==> config.mk <==
export PLATFORM = sky130hd
export DESIGN_NAME = p1_hit_detect
export DESIGN_NICKNAME = d
export VERILOG_FILES = /design/src/rtl/fight_pkg.sv /design/src/rtl/abs_diff10.sv /design/src/rtl/p1_hit_detect.sv
export SDC_FILE = /design/constraint.sdc
export NUM_CORES = 1
export LEC_CHECK = 0
export CAP_MARGIN = 10
export CORE_MARGIN = 2
export CORE_UTILIZATION = 30
export CTS_CLUSTER_DIAMETER = 50
export DETAILED_ROUTE_END_ITERATION = 16
export GPL_TIMING_DRIVEN = 0
export MAX_ROUTING_LAYER = met4
export PLACE_DENSITY = 0.54
export SETUP_SLACK_MARGIN = 0.05
export SLEW_MARGIN = 20
export SYNTH_ARGS = -nofsm -noshare
export SYNTH_HDL_FRONTEND = slang
export SYNTH_SLANG_ARGS = --single-unit
==> constraint.sdc <==
create_clock -name frame_clk -period 2.5 [get_ports frame_clk]
set_input_delay 0.25 -clock frame_clk [delete_from_list [all_inputs] [get_ports frame_clk]]
set_output_delay 0.25 -clock frame_clk [all_outputs]
set_load 0.005 [all_outputs]
==> src/rtl/fight_pkg.sv <==
`default_nettype none
// ============================================================================
// fight_pkg : shared attack-phase state, game mode and hit-geometry defaults
// Revision  : 1.0
// ============================================================================
package fight_pkg;

    typedef enum logic [1:0] {
        IDLE    = 2'd0,
        WINDUP  = 2'd1,
        ACTIVE  = 2'd2,
        RECOVER = 2'd3
    } atk_state_t;

    localparam logic [2:0] GM_FIGHT = 3'b010;

    // Shared by both the player 1 and the mirrored player 2 resolver.
    localparam int c_DEFAULT_PUNCH_REACH    = 40;
    localparam int c_DEFAULT_KICK_REACH     = 55;
    localparam int c_DEFAULT_Y_TOL          = 30;
    localparam int c_DEFAULT_WINDUP_FRAMES  = 3;
    localparam int c_DEFAULT_ACTIVE_FRAMES  = 4;
    localparam int c_DEFAULT_RECOVER_FRAMES = 8;

endpackage
`default_nettype wire

==> src/rtl/abs_diff10.sv <==
`default_nettype none
// ============================================================================
// abs_diff10 : combinational |a - b| of two unsigned 10-bit pixel coordinates
// Revision   : 1.0
// ============================================================================
module abs_diff10 (
    input  logic [9:0] i_a,
    input  logic [9:0] i_b,
    output logic [9:0] o_diff
);

    logic signed [10:0] w_a;
    logic signed [10:0] w_b;
    logic signed [10:0] w_d;
    logic signed [10:0] w_neg;

    // Coordinates are unsigned pixels, so the 11-bit extension is zero-filled.
    assign w_a    = $signed({1'b0, i_a});
    assign w_b    = $signed({1'b0, i_b});
    assign w_d    = w_a - w_b;
    assign w_neg  = -w_d;
    assign o_diff = w_d[10] ? w_neg[9:0] : w_d[9:0];

endmodule
`default_nettype wire

==> src/rtl/p1_hit_detect.sv <==
`default_nettype none
// ============================================================================
// p1_hit_detect : resolves player 2 punches/kicks into one-frame p_hit pulses
// Revision      : 1.0
// ============================================================================
module p1_hit_detect
    import fight_pkg::*;
#(
    parameter int PUNCH_REACH    = c_DEFAULT_PUNCH_REACH,
    parameter int KICK_REACH     = c_DEFAULT_KICK_REACH,
    parameter int Y_TOL          = c_DEFAULT_Y_TOL,
    parameter int WINDUP_FRAMES  = c_DEFAULT_WINDUP_FRAMES,
    parameter int ACTIVE_FRAMES  = c_DEFAULT_ACTIVE_FRAMES,
    parameter int RECOVER_FRAMES = c_DEFAULT_RECOVER_FRAMES
) (
    input  logic       frame_clk,
    input  logic       Reset,
    input  logic       atk_punch,
    input  logic       atk_kick,
    input  logic [9:0] atk_posx,
    input  logic [9:0] atk_posy,
    input  logic [9:0] def_posx,
    input  logic [9:0] def_posy,
    input  logic       def_block,
    input  logic       def_lose,
    input  logic [2:0] game_mode,
    output logic       p_hit,
    output logic       atk_busy,
    output logic       atk_kind,
    output logic [7:0] hit_count
);

    localparam logic [9:0] c_PUNCH_REACH  = 10'(PUNCH_REACH);
    localparam logic [9:0] c_KICK_REACH   = 10'(KICK_REACH);
    localparam logic [9:0] c_Y_TOL        = 10'(Y_TOL);
    localparam logic [7:0] c_WINDUP_LAST  = 8'(WINDUP_FRAMES - 1);
    localparam logic [7:0] c_ACTIVE_LAST  = 8'(ACTIVE_FRAMES - 1);
    localparam logic [7:0] c_RECOVER_LAST = 8'(RECOVER_FRAMES - 1);

    atk_state_t r_state;
    logic [7:0] r_cnt;
    logic       r_p_hit;
    logic       r_atk_kind;
    logic [7:0] r_hit_count;
    logic       r_punch_q;
    logic       r_kick_q;
    logic       r_hit_done;

    logic [9:0] w_abs_dx;
    logic [9:0] w_abs_dy;
    logic [9:0] w_reach;
    logic       w_punch_rise;
    logic       w_kick_rise;
    logic       w_land;
    logic       w_abort;

    abs_diff10 u_abs_x (.i_a(atk_posx), .i_b(def_posx), .o_diff(w_abs_dx));
    abs_diff10 u_abs_y (.i_a(atk_posy), .i_b(def_posy), .o_diff(w_abs_dy));

    assign w_punch_rise = atk_punch & ~r_punch_q;
    assign w_kick_rise  = atk_kick  & ~r_kick_q;
    assign w_reach      = r_atk_kind ? c_KICK_REACH : c_PUNCH_REACH;
    assign w_land       = (w_abs_dx <= w_reach) & (w_abs_dy <= c_Y_TOL)
                        & ~def_block & ~r_hit_done;
    assign w_abort      = (game_mode != GM_FIGHT) | def_lose;

    always_ff @(posedge frame_clk or posedge Reset) begin
        if (Reset) begin
            r_state     <= IDLE;
            r_cnt       <= 8'd0;
            r_p_hit     <= 1'b0;
            r_atk_kind  <= 1'b0;
            r_hit_count <= 8'd0;
            r_punch_q   <= 1'b0;
            r_kick_q    <= 1'b0;
            r_hit_done  <= 1'b0;
        end else begin
            // Button history always tracks, so a press held through an attack never retriggers.
            r_punch_q <= atk_punch;
            r_kick_q  <= atk_kick;
            r_p_hit   <= 1'b0;
            if (w_abort) begin
                r_state <= IDLE;
                r_cnt   <= 8'd0;
            end else begin
                case (r_state)
                    IDLE: begin
                        if (w_punch_rise | w_kick_rise) begin
                            r_state    <= WINDUP;
                            r_cnt      <= c_WINDUP_LAST;
                            r_hit_done <= 1'b0;
                            r_atk_kind <= w_kick_rise;
                        end
                    end
                    WINDUP: begin
                        if (r_cnt == 8'd0) begin
                            r_state <= ACTIVE;
                            r_cnt   <= c_ACTIVE_LAST;
                        end else begin
                            r_cnt <= r_cnt - 8'd1;
                        end
                    end
                    ACTIVE: begin
                        if (w_land) begin
                            r_p_hit    <= 1'b1;
                            r_hit_done <= 1'b1;
                            if (r_hit_count != 8'hFF) begin
                                r_hit_count <= r_hit_count + 8'd1;
                            end
                        end
                        if (r_cnt == 8'd0) begin
                            r_state <= RECOVER;
                            r_cnt   <= c_RECOVER_LAST;
                        end else begin
                            r_cnt <= r_cnt - 8'd1;
                        end
                    end
                    RECOVER: begin
                        if (r_cnt == 8'd0) begin
                            r_state <= IDLE;
                        end else begin
                            r_cnt <= r_cnt - 8'd1;
                        end
                    end
                    default: r_state <= IDLE;
                endcase
            end
        end
    end

    assign p_hit     = r_p_hit;
    assign atk_busy  = (r_state != IDLE);
    assign atk_kind  = r_atk_kind;
    assign hit_count = r_hit_count;

endmodule
`default_nettype wire

**After elaboration in Yosys (flattened, before gate mapping)**

Cells that the tools add are included.

- Register bits: 23
- Input port bits: 49
- Output and inout port bits: 11

- Add/sub/neg operators: 6
- $lt $le $gt $ge: 2
- Equality and inequality tests: 12
- Muxes and demuxes: 21
- Bitwise gates (word level): 12
- Reductions and logical operators: 9

Operators with widths:

| operator | count |
|---|---|
| 8-bit two-way mux | 5 |
| 8-bit case mux with 4 select lines | 1 |
| 10-bit by 10-bit subtractor with 11-bit output | 2 |
| 10-bit two-way mux | 2 |
| 10-bit negation | 2 |
| 3-bit inequality test (second input constant) | 5 |
| 4-bit AND reduction | 3 |
| 10-bit by 5-bit <= comparator with 1-bit output (second input constant) | 1 |
| 10-bit by 6-bit <= comparator with 1-bit output | 1 |
| 2-bit two-way mux | 5 |
| 8-bit by 1-bit adder with 8-bit output (second input constant) | 1 |
| 8-bit logical NOT | 1 |
| 8-bit inequality test (second input constant) | 1 |
| 2-bit case mux with 4 select lines | 1 |
| 8-bit by 1-bit subtractor with 8-bit output (second input constant) | 1 |
| 1-bit bitwise AND | 5 |
| 1-bit two-way mux | 5 |
| 5-bit two-way mux | 1 |
| 1-bit inverter | 5 |
| 2-bit equality test (second input constant) | 2 |
| 2-bit inequality test (second input constant) | 2 |
| 2-bit nonzero test | 2 |
| 3-bit by 2-bit inequality test with 1-bit output (second input constant) | 1 |
| 3-bit AND reduction | 1 |
| other kinds (5) | 6 |

**Depth between registers and ports, before layout**

Gate-level depths: netlist (run 1).

- Depth in word-level cells: 10
- Mapped depth: 21
- Depth with buffers taken out: 20

**Cells and area by module**

Synthesis (run 1) repeated with hierarchy kept, for this count alone.

- Cells, all modules: 362
- Area total of the unflattened synthesis: 3,075.4 um^2

Modules (own cells, without submodules):

| module | times used | cells each | area each (um^2) | sequential area each (um^2) |
|---|---|---|---|---|
| p1_hit_detect | 1 | 154 | 1,520.2 | 575.6 |
| abs_diff10 at u_abs_y | 1 | 104 | 785.8 | 0.0 |
| abs_diff10 at u_abs_x | 1 | 104 | 769.5 | 0.0 |

**Least setup slack after synthesis (run 1)**

OpenSTA, ideal clock, no wires.

- Path type: input -> register
- From: input port atk_posx[0]
- To: register r_hit_count[1], in the netlist hit_count[1]
- Library setup time: 0.128 ns
- Data arrival time: 3.577 ns
- Data required time: 2.372 ns
- Slack: -1.204 ns
- Stages on the path: 21
- Cell sequence: inv_1 > ha_1 > inv_1 > fa_1 > nand3_1 > a21o_1 > o211a_1 > o21a_1 > nand2_1 > o21ai_0 > ha_1 > nor2b_1 > o21a_1 > o21ai_0 > nand2b_1 > a21oi_1 > a221oi_1 > or4_1 > buf_6 > nor4_4 > mux2_1

- Cells in the longest elaborated chain, start to end: 8

Ends and longest elaborated chain:

| item | RTL line | source |
|---|---|---|
| start: declaration | p1_hit_detect.sv:20 | `input logic [9:0] atk_posx,` |
| 10-bit by 10-bit subtractor with 11-bit output (*) | abs_diff10.sv:20 | `assign w_d = w_a - w_b;` |
| 10-bit negation | abs_diff10.sv:21 | `assign w_neg = -w_d;` |
| 10-bit two-way mux (*) | abs_diff10.sv:22 | `assign o_diff = w_d[10] ? w_neg[9:0] : w_d[9:0];` |
| 10-bit by 6-bit <= comparator with 1-bit output (*) | p1_hit_detect.sv:63 | `assign w_land = (w_abs_dx <= w_reach) & (w_abs_dy <= c_Y_TOL)` |
| 1-bit bitwise AND (*) | p1_hit_detect.sv:63 |  |
| 1-bit bitwise AND (*) (2 in series) | p1_hit_detect.sv:64 | `& ~def_block & ~r_hit_done;` |
| 4-bit AND reduction (no source line) (*) | - |  |
| end signal: assignment | p1_hit_detect.sv:108 | `r_hit_count <= r_hit_count + 8'd1;` |
| end: declaration | p1_hit_detect.sv:44 | `logic [7:0] r_hit_count;` |

Every way passes the cells marked *; elsewhere a longest branch is shown, timed or not.
A chain may end at the register's enable or synchronous reset.

**Worst setup path after layout (run 1)**

- From: input port atk_posx[7]
- To: register r_hit_count[1], in the netlist hit_count[1]

Same word-level chain as after synthesis.

==> results of run 1 <==
through the flow:
stage / hold slack [ns] / cell area, µm² / util, % / TNS, ns
global route: 0.475 / 4000 / 43.7 / -12.19
finish: 0.462 / 4000 / 43.7 / -10.37
floorplan: 0.252 / 2840 / - / -8.17
global placement: 0.515 / 3570 / 39.0 / -16.96
CTS: 0.456 / 3840 / 42.0 / -10.64
detailed placement: 0.513 / 3570 / 39.0 / -17.74
critical path, stage by stage:
cell and delay (ns):
clkdlybuf4s15_1 0.17, ha_1 0.28, clkbuf_8 0.14, nand4_1 0.10, buf_4 0.15, buf_4 0.12
buf_4 0.12, buf_4 0.12, buf_4 0.12, buf_4 0.12, a211oi_1 0.23, a211oi_1 0.13
nor4_1 0.36, nand4_1 0.13, a21boi_0 0.13, mux2_2 0.45, nor4_4 0.37, mux2_4 0.33
worst max-delay path by stage:
stage / depth (start not counted) / to
after floorplan: 21 / hit_count[1]
after global placement: 21 / hit_count[1]
after detailed placement: 21 / hit_count[1]
after CTS: 22 / hit_count[1]
after global routing: 19 / hit_count[1]
final: 18 / hit_count[1]
report_power, final:
group / internal (W) / total (W) / leakage (nW) / switching, W
registers: 0.000379 / 0.000389 / 0.314 / 0.00000926
logic: 0.000369 / 0.000787 / 1.48 / 0.000419
clock network: 0.000114 / 0.000231 / 0.0228 / 0.000117
placed cells by master (no fill, tap or decap), types with 6 or more instances in the layout:
cell type	synthesis	routed
nand4_1	6	6
xor2_1	20	20
xnor2_1	13	13
and3_1	6	6
nand2b_1	7	7
dfrtp_1	23	23
clkdlybuf4s50_1	0	43
ha_1	34	30
nor2_1	27	27
nand2_1	18	18
nor3_1	8	7
a21oi_1	21	18
nand3_1	8	7
buf_4	0	26
a21oi_2	4	6
a211oi_1	8	8
dlygate4sd2_1	0	9
a21o_1	8	8
o21ai_0	13	11
inv_1	35	29
repair_timing:
action,4_1_cts,5_1_grt
buffers inserted,21,7
endpoints found under the setup margin,10,13
hold buffers,0,0
pin swaps,20,12
hold endpoints to repair,0,0
gates resized for setup,47,24
gates cloned,0,0
routing by layer:
metal,vias up,global-route usage (%)
li1,1400,-
met1,1317,17.0
met2,56,24.6
met3,6,1.94
met4,0,2.63
met5,-,-
cell type report:
type / instances / area (µm²) / area share (%)
Clock buffer: 4 / 45.0 / 1.13
Tap cell: 111 / 139 / 3.47
Inverter: 35 / 144 / 3.59
Buffer: 7 / 51.3 / 1.28
Timing Repair Buffer: 87 / 792 / 19.8
Multi-Input combinational cell: 273 / 2260 / 56.4
Sequential cell: 23 / 576 / 14.4
registers in the layout (all words and copies together), names as in the netlist:
register and count:
atk_kind 1, r_state 2, r_hit_done 1, r_cnt 8, r_kick_q 1, r_punch_q 1
hit_count 8, p_hit 1
cell families after synthesis:
kind of cell	Yosys count	synth area share (%)
xor+xnor	35	11.5
simple gates	111	22.4
mux	4	1.65
buf+inv	43	6.16
compound gates	87	21.2
fa+ha+maj	36	16.6
flops	23	20.5
==> run summary, run 1 <==
Outcome: finished, violations left
Failing checks: setup timing
Fraction of the cycle the final worst path needs: 147%
Gate count of the mapped netlist: 339
Metal3 WL: 282 µm
Num ports: 60
Synth Register Bits: 23
Worst rel slew slack: 40.2%
Met2 WL post-DR: 3.41 mm
TritonCTS Buffers: 3
Pwr/cell area: 351 nW/µm²
M1 WL: 3.16 mm
Worst-path fanout max: 9
DRT iter0 DRCs: 83
Seq/Total Area, Yosys: 20.5%
Final min period: 3.69 ns
FMAX: 271 MHz
Mean post-synth cell area: 8.27 µm²
HP Class: in -> reg
Layout cells sized above 1: 19.3%
Via density: 5.15
Yosys top cell area share: 20.5%
CTS tree: done
Post-detail-place hpwl: 5.09 mm
Port bufs: 59
Drt wl/cell: 12.8 µm
Commonest cells post-synth: inv_1, ha_1, nor2_1
Root Driver: clkbuf_8
Worst Hold End: r_punch_q
Synth area leaders: dfrtp_1, ha_1, xor2_1
Layout Nets: 515
Worst EP required: 2.65 ns
Max VDD drop: 0.397 mV
Max cap viols: 0
Top routing layer used: met4
Area grow syn2layout: 42.7%
Crit end category: register
Kind of critical path: in -> reg
Overall Power: 0.00141 W
Syn nets: 424
Clock-pin slew on the worst setup and hold paths: 0.08 ns
Final Max Tran Viols: 0
Most used DFF post-synth: dfrtp_1
HP Start: atk_punch
Final Hold Viols: 0
Min-Delay Path Depth: 1
Skew-Pair Late Insertion Delay: 0.26 ns
Die area: 10100 µm²
Antenna Nets Post-Route: 0
Distinct cells, synth: 59
Max Clock Skew: 0.00641 ns
Crit path launch type: input pin
FF-to-FF path depth: 12
YS warnings: 0
Grt ovf: 0
Most frequent cell after synthesis: inv_1
Worst setup margin: -1.19 ns
TritonRoute pass-1 iters: 4
H-tree depth: 1
Tot GR Track Use: 13.9%
# fillers: 941
Largest buffer count on any clock path: 2
Pin count of the biggest net entering global routing: 24
Diode count: 0
Drc violations: 0
Core area: 9150 µm²
RSZ-0062 raised after global routing: true
Area leader, netlist: dfrtp_1
Final setup violation count: 10
DIE WIDTH: 101 µm
Pre-CTS setup slack: -2.08 ns
Vias in the first global route: 2703
Initial antenna violation count: 0
Vias: 2779
Critical R2R Capture: hit_count[1]
Final Instance Count excl. Fillers: 540
Starting Density: 30.6%
Rows: 35
Setup slack, reg-to-reg: -0.36 ns
Leakage: 1.82 nW
Worst-Margin Slew: 0.896 ns
Critical Path AT: 3.83 ns
Asr flop ratio synth: 100%
Synth Cell Area: 2800 µm²
Gp weighted congestion: 0.850
First-pass GRT wire length: 11.6 mm
Placed insts: 509
Reg2reg start: atk_kind
Number of flops mapped to enable cells by yosys: 0
Clock sinks: 23
DIE HEIGHT: 101 µm
DRT Wirelength: 6.91 mm
CP Launch Point: atk_posx[7]
No activity file was read; power rests on OpenSTA's default activity.
==> run 2, diff against run 1 <==
--- a/config.mk
+++ b/config.mk
@@ -11,9 +11,10 @@
 export CTS_CLUSTER_DIAMETER = 50
 export DETAILED_ROUTE_END_ITERATION = 16
 export GPL_TIMING_DRIVEN = 0
+export HOLD_SLACK_MARGIN = 0.05
 export MAX_ROUTING_LAYER = met4
 export PLACE_DENSITY = 0.54
-export SETUP_SLACK_MARGIN = 0.05
+export SETUP_SLACK_MARGIN = 0.3
 export SLEW_MARGIN = 20
 export SYNTH_ARGS = -nofsm -noshare
 export SYNTH_HDL_FRONTEND = slang
==> constraint.sdc (replaced) <==
create_clock -name frame_clk -period 2.5 [get_ports frame_clk]
set_input_delay 0.25 -clock frame_clk [delete_from_list [all_inputs] [get_ports frame_clk]]
set_output_delay 0.25 -clock frame_clk [all_outputs]
set_load 0.01 [all_outputs]
==> run summary, run 2 (synthesis gave the netlist of run 1 again) <==
HP Class: in -> reg
Fraction of the cycle the final worst path needs: 146%
Hold Buf Count CTS: 0
Critical-path top delay cell: or4_1
Reg2reg start: atk_kind
Worst EP required: 2.66 ns
Crit end category: register
Pin count of the biggest net entering global routing: 24
TritonRoute pass-1 iters: 4
Worst-Margin Slew: 0.909 ns
Clock-pin slew on the worst setup and hold paths: 0.09 ns
Diode count: 0
Worst setup margin: -1.15 ns
Clock sinks: 23
DIE HEIGHT: 101 µm
Max cap viols: 0
H-tree depth: 1
Overall Power: 0.00142 W
Core area: 9150 µm²
Most frequent cells in the layout: clkdlybuf4s50_1, buf_4, inv_1
Final Instance Count excl. Fillers: 546
Final setup violation count: 10
DRT iter0 DRCs: 57
Placed insts: 509
Skew-Pair Late Insertion Delay: 0.26 ns
Worst-path fanout max: 5
Via density: 5.13
Worst rel slew slack: 39.3%
Area grow syn2layout: 46.1%
HP Start: atk_kick
Kind of critical path: in -> reg
Final min period: 3.65 ns
TritonCTS Buffers: 3
Family with the most delay on the worst path: simple AND/OR/NAND/NOR gates
Port bufs: 59
Post-route cell area: 4100 µm²
Drc violations: 0
Grt ovf: 0
CP max stage delay: 0.43 ns
Die area: 10100 µm²
Largest buffer count on any clock path: 2
Post-DP Area: 3570 µm²
Critical Path AT: 3.81 ns
Post-detail-place hpwl: 5.15 mm
Buffers and inverters on the worst path: 4
FMAX: 274 MHz
Num ports: 60
Pwr/cell area: 347 nW/µm²
DRT Wirelength: 7.13 mm
Max Clock Skew: 0.00124 ns
Tot GR Track Use: 14.2%
CP Launch Point: atk_posx[0]
Root Driver: clkbuf_8
DIE WIDTH: 101 µm
Vias in the first global route: 2775
Crit path cell chain: buf_8, inv_12, ha_4, inv_2, fa_2, nand3_2, a21o_1, o211a_1, o21a_1, nand2_1, o21ai_1, ha_1, nor2b_4, o21a_1, o21ai_1, nand2b_1, a21oi_1, a221oi_1, or4_1, buf_6, nor4_4, mux2_4
CTS tree: done
RSZ-0062 raised after global routing: true
First-pass GRT wire length: 11.9 mm
Crit path launch type: input pin
Final Max Tran Viols: 0
Gp weighted congestion: 0.776
Final Hold Viols: 0
Max VDD drop: 0.143 mV
Initial antenna violation count: 0
Starting Density: 30.6%
Layout Nets: 521
Vias: 2800
Rows: 35
Leakage: 1.88 nW
Antenna Nets Post-Route: 0
Failing checks: setup timing
Layout cells sized above 1: 23.4%
Commonest non-fill, non-tap cell in the layout: clkdlybuf4s50_1
Drt wl/cell: 13.1 µm
Outcome: finished, violations left
Hold slack: 0.456 ns
run 2: cell types whose count changed in the layout (fill, tap and decap cells not counted), moves of 3 or more:
| cell | delta |
|---|---|
| ha_1 | -3 |
| buf_4 | +5 |
| clkbuf_2 | +3 |
| dlygate4sd2_1 | -3 |
| nor4_4 | +3 |
run 2: repair_timing:
action,in CTS,in global routing
hold endpoints to repair,0,0
gates cloned,0,0
pin swaps,25,19
gates resized for setup,55,33
setup endpoints to repair,13,15
buffers inserted,25,8
run 2: area by class of cell:
type,count,area (µm²)
plain buffers,8,63.8
multi-input cells,273,2310
repair buffers,92,818
inverters,35,144
well taps,111,139
clock buffers,3,41.3
clock inverters,1,5.00
flip-flops and latches,23,577
fillers,909,5050
run 2: routing by layer:
metal	part of all wire (%)	up-vias	global-route usage, %
li1	-	1419	-
met1	46	1334	16.9
met2	50	45	26.4
met3	3.5	2	1.53
met4	0.34	0	1.90
met5	0	-	-
run 2: where the power goes:
group / leakage, nW / total [W] / switching [W] / internal [W]
Sequential: 0.313 / 0.000389 / 0.00000942 / 0.000379
Combinational: 1.54 / 0.000796 / 0.000413 / 0.000383
Clock: 0.0255 / 0.000238 / 0.000127 / 0.000111
run 2: path summary, 6_finish.rpt:
path,endpoint,slack [ns],cells past startpoint
min in group asynchronous,atk_kind,0.48,2
hold / removal,r_kick_q,0.46,1
hold reg to reg,hit_count[0],0.53,1
setup / recovery,hit_count[1],-1.15,22
max in group asynchronous,r_cnt[4],1.41,2
setup reg to reg,hit_count[1],-0.39,12
run 2: per-stage QoR:
stage | util, % | setup WS, ns | setup TNS, ns
after floorplan | - | -1.10 | -8.17
after global placement | 39.0 | -1.99 | -17.01
after detailed placement | 39.0 | -2.02 | -17.40
after CTS | 42.7 | -1.12 | -9.99
after global routing | 44.8 | -1.35 | -12.00
final | 44.8 | -1.15 | -9.83
==> run 3, diff against run 2 <==
--- a/config.mk
+++ b/config.mk
@@ -5,7 +5,7 @@
 export SDC_FILE = /design/constraint.sdc
 export NUM_CORES = 1
 export LEC_CHECK = 0
-export CAP_MARGIN = 10
+export CAP_MARGIN = 5
 export CORE_MARGIN = 2
 export CORE_UTILIZATION = 30
 export CTS_CLUSTER_DIAMETER = 50
==> results of run 3 <==
No change in the layout: final DEF, timing and power equal those of run 2.
